`config.mk`:
```
export PLATFORM = sky130hd
export DESIGN_NAME = hv_result_packer
export DESIGN_NICKNAME = d
export VERILOG_FILES = /design/src/rtl/hv_result_packer.sv
export SDC_FILE = /design/constraint.sdc
export NUM_CORES = 2
export LEC_CHECK = 0
export BUFFER_PORTS_ARGS = -buffer_cell sky130_fd_sc_hd__clkbuf_2
export CORE_AREA = 2 2 409 411
export CTS_CLUSTER_SIZE = 16
export DETAILED_ROUTE_END_ITERATION = 10
export DIE_AREA = 0 0 411 413
export HOLD_SLACK_MARGIN = 0.12
export MAX_ROUTING_LAYER = met4
export PLACE_DENSITY_LB_ADDON = 0.05
export SYNTH_ARGS = -nofsm -noshare
export SYNTH_HDL_FRONTEND = slang
export SYNTH_SLANG_ARGS = --single-unit
```
`constraint.sdc`:
```
create_clock -name clk -period 109.3 [get_ports clk]
set_input_delay 21.86 -clock clk [delete_from_list [all_inputs] [get_ports clk]]
set_output_delay 21.86 -clock clk [all_outputs]
set_load 0.1 [all_outputs]
```
`src/rtl/hv_result_packer.sv`:
```
`default_nettype none
// ============================================================================
// Module   : hv_result_packer
// Snapshots DIM counter sign bits on start and streams them as DW-bit words
// over valid/ready, pulsing a counter clear after the snapshot.
// Revision : 1.0
// ============================================================================
module hv_result_packer #(
    parameter int DIM = 1024,
    parameter int DW  = 32
) (
    input  logic            clk,
    input  logic            rst,
    input  logic            i_start,
    input  logic [DIM-1:0]  i_sign_bits,
    output logic            o_ctr_clr,
    output logic [DW-1:0]   o_out_data,
    output logic            o_out_valid,
    input  logic            i_out_ready,
    output logic            o_out_last,
    output logic            o_busy,
    output logic            o_done,
    output logic            o_overrun
);

    localparam int NW = DIM / DW;
    localparam int IW = (NW > 1) ? $clog2(NW) : 1;
    localparam logic [IW-1:0] c_LAST_IDX = IW'(NW - 1);

    generate
        if (DW < 1 || (DIM % DW) != 0) begin : g_param_check
            $error("hv_result_packer: DIM must be a non-zero multiple of DW");
        end
    endgenerate

    typedef enum logic [0:0] {
        S_IDLE = 1'b0,
        S_SEND = 1'b1
    } state_t;

    state_t          r_state;
    state_t          w_state_nxt;
    logic [IW-1:0]   r_idx;
    logic [IW-1:0]   w_idx_nxt;
    logic [DIM-1:0]  r_snap;
    logic [DIM-1:0]  w_snap_nxt;
    logic            r_ctr_clr;
    logic            w_ctr_clr_nxt;
    logic            r_done;
    logic            w_done_nxt;
    logic            r_overrun;
    logic            w_overrun_nxt;
    logic            w_sending;
    logic            w_at_last;
    logic [DW-1:0]   w_word;

    assign w_sending = (r_state == S_SEND);
    assign w_at_last = (r_idx == c_LAST_IDX);
    assign w_word    = r_snap[int'(r_idx) * DW +: DW];

    always_comb begin
        w_state_nxt   = r_state;
        w_idx_nxt     = r_idx;
        w_snap_nxt    = r_snap;
        w_ctr_clr_nxt = 1'b0;
        w_done_nxt    = 1'b0;
        w_overrun_nxt = r_overrun;
        case (r_state)
            S_IDLE: begin
                if (i_start) begin
                    w_snap_nxt    = i_sign_bits;
                    w_idx_nxt     = '0;
                    w_ctr_clr_nxt = 1'b1;
                    w_state_nxt   = S_SEND;
                end
            end
            S_SEND: begin
                // A start here, including the last-word cycle, is dropped and flagged
                if (i_start) begin
                    w_overrun_nxt = 1'b1;
                end
                if (i_out_ready) begin
                    if (w_at_last) begin
                        w_idx_nxt   = '0;
                        w_done_nxt  = 1'b1;
                        w_state_nxt = S_IDLE;
                    end else begin
                        w_idx_nxt = r_idx + IW'(1);
                    end
                end
            end
            default: begin
                w_state_nxt = S_IDLE;
            end
        endcase
    end

    always_ff @(posedge clk or posedge rst) begin
        if (rst) begin
            r_state   <= S_IDLE;
            r_idx     <= '0;
            r_snap    <= '0;
            r_ctr_clr <= 1'b0;
            r_done    <= 1'b0;
            r_overrun <= 1'b0;
        end else begin
            r_state   <= w_state_nxt;
            r_idx     <= w_idx_nxt;
            r_snap    <= w_snap_nxt;
            r_ctr_clr <= w_ctr_clr_nxt;
            r_done    <= w_done_nxt;
            r_overrun <= w_overrun_nxt;
        end
    end

    assign o_out_valid = w_sending;
    assign o_busy      = w_sending;
    assign o_out_last  = w_sending & w_at_last;
    assign o_out_data  = w_sending ? w_word : '0;
    assign o_ctr_clr   = r_ctr_clr;
    assign o_done      = r_done;
    assign o_overrun   = r_overrun;

endmodule
`default_nettype wire

```
Word-level counts from Yosys, hierarchy flattened
Cells that the tools add are included.

Register bits: 1033. Input bits: 1028. Output and inout port bits: 38. Word-level logic and storage cells: 29.

Add/subtract/negate cells: 1. Eq/ne operators: 3. Shifts and indexed selects: 1. Muxes and demuxes: 13. Bitwise operators: 2. Reductions and logical operators: 3.

Operators by type and width (count): $shiftx 1024x11->32 (1); $mux 32 (1); $mux 5 (3); $pmux 5 s2 (1); $mux 1 (7); $reduce_and 2->1 (3); $add 5x1->5 const B (1); $eq 5x5->1 const B (1); $ne 2x2->1 const B (2); $pmux 1 s2 (1); $and 1x1->1 (1); $not 1->1 (1).

Logic depth before layout (Yosys ltp)
Depth in word-level cells: 4. Gate-level depth with buffers: 8. Depth with buffers taken out: 7.

Least setup slack after synthesis
No wires, ideal clock.

Path kind: reg-to-output. Start: register r_state (netlist: o_busy). End: output port o_out_data[30]. Arrival time: 4.560 ns. Data required time: 87.440 ns. Path slack: 82.880 ns. Stages on the path, launching flop included: 5. Path buffers: 2. Cells stage by stage: dfrtp_1 > buf_2 > clkbuf_1 > o2111ai_1 > nor4_1.

Longest elaborated chain between the ends: 1.

RTL lines: from (decl) (line 41) `state_t r_state;`; from (signal assigned) (line 107) `r_state <= w_state_nxt;`; $mux 32 (line 119) `assign o_out_data = w_sending ? w_word : '0;`; to (decl) (line 17) `output logic [DW-1:0] o_out_data,`.

Every way passes these cells.

Worst setup path after layout
Start: register r_idx[1]. End: output port o_out_data[30].

Longest elaborated chain between the ends: 2.

RTL lines: from (decl) (line 43) `logic [IW-1:0] r_idx;`; from (signal assigned) (line 108) `r_idx <= w_idx_nxt;`; $shiftx 1024x11->32 (line 59) `assign w_word = r_snap[int'(r_idx) * DW +: DW];`; $mux 32 (line 119).

Every way passes these cells.

==> impl_metrics.xml <==
<?xml version="1.0" encoding="UTF-8"?>
<metrics>
  <group name="status">
    <metric name="outcome" unit="">complete, no violations</metric>
  </group>
  <group name="run">
    <metric name="max_cap_violations" unit="">0</metric>
  </group>
  <group name="finish">
    <metric name="nFillCells" unit="">16530</metric>
    <metric name="area_delta_synth_final" unit="%">25.94</metric>
    <metric name="fin_nets" unit="">4990</metric>
    <metric name="drive_gt1_share" unit="%">62.78</metric>
    <metric name="postLayoutCellArea" unit="mm2">0.05812</metric>
    <metric name="stdcell_count" unit="">6355</metric>
  </group>
  <group name="synthesis">
    <metric name="synth-seq-area-share" unit="%">56.01</metric>
    <metric name="gate_count_of_the_mapped_netlist" unit="">2932</metric>
    <metric name="postSynthRegisterBits" unit="">1033</metric>
    <metric name="synth.cell_area" unit="mm2">0.04615</metric>
    <metric name="synth-async-reset-ratio" unit="%">100.0</metric>
    <metric name="synth.net_count" unit="">3963</metric>
    <metric name="synth_ff_type" unit="">sky130_fd_sc_hd__dfrtp_1</metric>
    <metric name="yosys_cell_types" unit="">41</metric>
    <metric name="post_synth.cell_area_avg" unit="um2">15.74</metric>
    <metric name="synth_edf_count" unit="">0</metric>
    <metric name="yosys_warning_total" unit="">0</metric>
  </group>
  <group name="timing">
    <metric name="timing.slew.headroom" unit="%">16.64</metric>
    <metric name="final.setup_skew" unit="ns">0.03743</metric>
    <metric name="hold-worst-slack" unit="ns">0.4564</metric>
    <metric name="endpoints_failing_hold" unit="">0</metric>
    <metric name="timing.fmax" unit="MHz">37.38</metric>
    <metric name="layout_worst_path_cycle_share" unit="%">24.48</metric>
    <metric name="fin_tns_setup" unit="ns">0</metric>
    <metric name="grt_setup_unrepaired" unit="">false</metric>
    <metric name="worstMarginPinSlew" unit="ns">1.250</metric>
    <metric name="period_needed" unit="ns">26.75</metric>
    <metric name="report.final.slew_viol_count" unit="">0</metric>
    <metric name="timing.final.setup_violations" unit="">0</metric>
  </group>
  <group name="clocking">
    <metric name="cts_tree" unit="">yes</metric>
    <metric name="cts_made_buffers" unit="">131</metric>
    <metric name="clkSlewWorstSetupHoldPaths" unit="ns">0.05</metric>
    <metric name="postcts_resize_cnt" unit="">0</metric>
    <metric name="cts_max_level" unit="">4</metric>
    <metric name="cts_setup_buffers" unit="">0</metric>
    <metric name="tritoncts_num_sinks" unit="">1033</metric>
    <metric name="cts.hold.buffers_added" unit="">0</metric>
    <metric name="clkLatencyLatePin" unit="ns">0.76</metric>
    <metric name="clock_tree.buffer_depth" unit="">3</metric>
    <metric name="ctsRootBufferMaster" unit="">sky130_fd_sc_hd__clkbuf_16</metric>
  </group>
  <group name="floorplanning">
    <metric name="area_of_the_die" unit="mm2">0.1697</metric>
    <metric name="ios" unit="">1066</metric>
    <metric name="die_x" unit="um">411</metric>
    <metric name="die_height" unit="um">413</metric>
    <metric name="starting_density_of_the_core" unit="%">27.82</metric>
    <metric name="core_region_area" unit="mm2">0.1659</metric>
    <metric name="standard_cell_row_count" unit="">150</metric>
  </group>
  <group name="critical_path">
    <metric name="end_kind" unit="">output port</metric>
    <metric name="top_fanout_value_on_the_critical_path" unit="">113</metric>
    <metric name="delay_contributed_by_the_slowest_stage_of_the_critical_path" unit="ns">0.91</metric>
    <metric name="timing.critical_path.cells" unit="">buf_12 -&gt; buf_4 -&gt; mux4_2 -&gt; o22ai_1 -&gt; nor4_1 -&gt; clkbuf_2</metric>
    <metric name="cp.arrival" unit="ns">4.89</metric>
    <metric name="timing_worst_setup_path_type" unit="">register to output port</metric>
    <metric name="crit_path_top_delay_cell" unit="">sky130_fd_sc_hd__dfrtp_4</metric>
    <metric name="start_kind" unit="">register</metric>
    <metric name="critPathRequiredTime" unit="ns">87.44</metric>
  </group>
  <group name="pwr">
    <metric name="p_per_area" unit="mW/mm2">22.92</metric>
    <metric name="power.net_switching" unit="uW">503.2</metric>
    <metric name="power_switching_share" unit="%">37.77</metric>
    <metric name="comb_power_share" unit="%">32.8</metric>
    <metric name="power_share_of_the_sequential_group" unit="%">34.4</metric>
    <metric name="vdd.ir_drop.worst" unit="mV">0.02313</metric>
    <metric name="power_report.internal_total" unit="uW">829.1</metric>
    <metric name="power_leakage" unit="nW">26.46</metric>
    <metric name="power.clock.fraction" unit="%">32.8</metric>
  </group>
  <group name="placement">
    <metric name="place.detailed.instances" unit="">6030</metric>
    <metric name="gp_congestion" unit="">0.7832</metric>
    <metric name="dp_hpwl" unit="um">142600</metric>
    <metric name="io_buffers" unit="">1065</metric>
    <metric name="placed_area" unit="mm2">0.05361</metric>
  </group>
  <group name="drt">
    <metric name="detail_route.wl_per_cell" unit="um">29.74</metric>
    <metric name="drt_wl_total" unit="um">189000</metric>
    <metric name="drtAntennaViolNets" unit="">0</metric>
    <metric name="vias" unit="">30180</metric>
    <metric name="drt_drc_violations_left" unit="">0</metric>
    <metric name="drtIter0Drc" unit="">1471</metric>
    <metric name="routed_via_density" unit="">4.748</metric>
    <metric name="drtPass1Iterations" unit="">5</metric>
  </group>
  <group name="hold_path">
    <metric name="holdCritPathClass" unit="">register to register</metric>
  </group>
  <group name="grt">
    <metric name="globalRouteTotalUtil" unit="%">22.52</metric>
    <metric name="via_count_of_the_first_global_routing_pass" unit="">32430</metric>
    <metric name="pin_count_of_the_biggest_net_entering_global_routing" unit="">164</metric>
    <metric name="grt_overflow_total" unit="">0</metric>
    <metric name="grt_first_pass_wirelength" unit="um">258100</metric>
    <metric name="antenna_found_initial" unit="">146</metric>
  </group>
</metrics>
==> metrics by stage <==
step	utilization (%)	power, mW	setup slack, ns
6_report	35.03	1.332	82.55
5_1_grt	35.01	1.393	82.16
4_1_cts	34.89	1.363	82.25
3_5_place_dp	32.31	0.9172	82.31
3_3_place_gp	32.31	0.9168	82.27
2_1_floorplan	-	0.7500	58.37
==> cells by family (layout without fill, tap and decap cells) <==
logic type | after synthesis | after routing | share of synthesized area [%]
other cells | 0 | 97 | 0
fa+ha+maj | 3 | 3 | 0.08134
compound gates | 168 | 168 | 2.692
buf+inv | 222 | 1344 | 2.467
flops | 1033 | 1033 | 56.01
simple gates | 128 | 128 | 1.684
mux | 1378 | 1378 | 37.06
==> worst max-delay path, delay by kind of cell (launching register included) <==
| family | cells | cell delay, ns |
|---|---|---|
| AOI/OAI and AO/OA | 1 | 0.55 |
| muxes | 1 | 0.41 |
| DFF | 1 | 0.91 |
| buffers and inverters | 3 | 1.88 |
| and+or+nand+nor | 1 | 0.10 |
==> metal layers <==
| layer | up-vias | share of wire (%) | global-route usage (%) |
|---|---|---|---|
| met5 | - | 0 | - |
| met4 | 0 | 2.3 | 5.577 |
| met3 | 279 | 8.1 | 7.681 |
| met2 | 963 | 52 | 38.93 |
| met1 | 15700 | 38 | 24.80 |
| li1 | 13240 | - | - |
==> synth_stat cells (2+ instances only) <==
library cell	number	area share, %
sky130_fd_sc_hd__o221ai_1	31	0.59
sky130_fd_sc_hd__and4b_1	2	0.043
sky130_fd_sc_hd__clkbuf_4	3	0.049
sky130_fd_sc_hd__or2_2	31	0.42
sky130_fd_sc_hd__clkbuf_1	51	0.41
sky130_fd_sc_hd__o22ai_1	32	0.43
sky130_fd_sc_hd__nor3_1	31	0.34
sky130_fd_sc_hd__buf_2	136	1.5
sky130_fd_sc_hd__mux4_2	162	7.9
sky130_fd_sc_hd__nor2_1	3	0.024
sky130_fd_sc_hd__nand2b_1	3	0.041
sky130_fd_sc_hd__a22oi_1	93	1.5
sky130_fd_sc_hd__nand3b_1	4	0.065
sky130_fd_sc_hd__buf_4	27	0.44
sky130_fd_sc_hd__buf_6	3	0.073
sky130_fd_sc_hd__dfrtp_1	1033	56
sky130_fd_sc_hd__o21ai_0	7	0.076
sky130_fd_sc_hd__mux2_2	1027	25
sky130_fd_sc_hd__nor3b_1	2	0.033
sky130_fd_sc_hd__and3_1	3	0.041
sky130_fd_sc_hd__nor2b_1	3	0.041
sky130_fd_sc_hd__ha_1	3	0.081
sky130_fd_sc_hd__mux2i_1	189	4.1
sky130_fd_sc_hd__nand2_1	6	0.049
sky130_fd_sc_hd__nand4_1	31	0.42
==> worst paths after layout <==
kind / cells after the start / startpoint / slack, ns / end
hold reg to reg: 1 / o_overrun / 0.46 / o_overrun
min in group asynchronous: 2 / rst / 21.13 / r_snap[718]
setup reg to reg: 7 / o_busy / 103.71 / r_snap[429]
hold / removal: 1 / o_overrun / 0.46 / o_overrun
setup / recovery: 6 / r_idx[1] / 82.55 / o_out_data[30]
max in group asynchronous: 8 / rst / 83.40 / r_snap[28]
==> power by group through the flow <==
stage	Sequential (mW)	Combinational, mW	Clock (mW)
floorplan	0.451	0.299	0
global placement	0.465	0.452	0
detailed placement	0.465	0.452	0
CTS	0.459	0.453	0.451
global route	0.464	0.463	0.466
finish	0.458	0.438	0.436
==> registers in the layout (all words and copies together), names as in the netlist <==
signal and flops:
r_snap 1024, r_idx 5, o_busy 1, o_ctr_clr 1, o_done 1, o_overrun 1
==> placed cells by master, fill, tap and decap left out, types with 2 or more instances in the layout <==
cell                        Yosys  routed
sky130_fd_sc_hd__inv_6          0       3
sky130_fd_sc_hd__nand2b_1       3       3
sky130_fd_sc_hd__clkbuf_8       0      36
sky130_fd_sc_hd__nor2_1         3       3
sky130_fd_sc_hd__o22ai_1       32      32
sky130_fd_sc_hd__clkinv_4       0       2
sky130_fd_sc_hd__clkbuf_1      51      30
sky130_fd_sc_hd__clkinv_2       0      15
sky130_fd_sc_hd__mux4_2       162     162
sky130_fd_sc_hd__nand4_1       31      31
sky130_fd_sc_hd__dfrtp_1     1033    1030
sky130_fd_sc_hd__mux2i_1      189     189
sky130_fd_sc_hd__or2_2         31      31
sky130_fd_sc_hd__buf_4         27      44
sky130_fd_sc_hd__nor3b_1        2       2
sky130_fd_sc_hd__nand3b_1       4       4
sky130_fd_sc_hd__ha_1           3       3
sky130_fd_sc_hd__and3_1         3       3
sky130_fd_sc_hd__diode_2        0      97
sky130_fd_sc_hd__bufinv_16      0       4
sky130_fd_sc_hd__dfrtp_4        0       2
sky130_fd_sc_hd__nor3_1        31      31
sky130_fd_sc_hd__clkbuf_16      0     136
sky130_fd_sc_hd__buf_12         0       6
sky130_fd_sc_hd__nor2b_1        3       2
sky130_fd_sc_hd__nand2_1        6       5
sky130_fd_sc_hd__clkbuf_2       0    1065
sky130_fd_sc_hd__a22oi_1       93      93
sky130_fd_sc_hd__mux2_2      1027    1027
sky130_fd_sc_hd__o21ai_0        7       7
sky130_fd_sc_hd__o221ai_1      31      31
==> final cells by class <==
type | instances | area, um2 | share of cell area, %
sequential | 1033 | 25860 | 44.49
multi-input combinational | 1677 | 19200 | 33.03
timing repair buffer | 1115 | 5781 | 9.945
clock buffer | 202 | 4011 | 6.901
tap | 2204 | 2758 | 4.744
clock inverter | 26 | 262.8 | 0.4521
antenna | 97 | 242.7 | 0.4176
inverter | 1 | 11.26 | 0.01937
(Power assumes the default switching activity.)
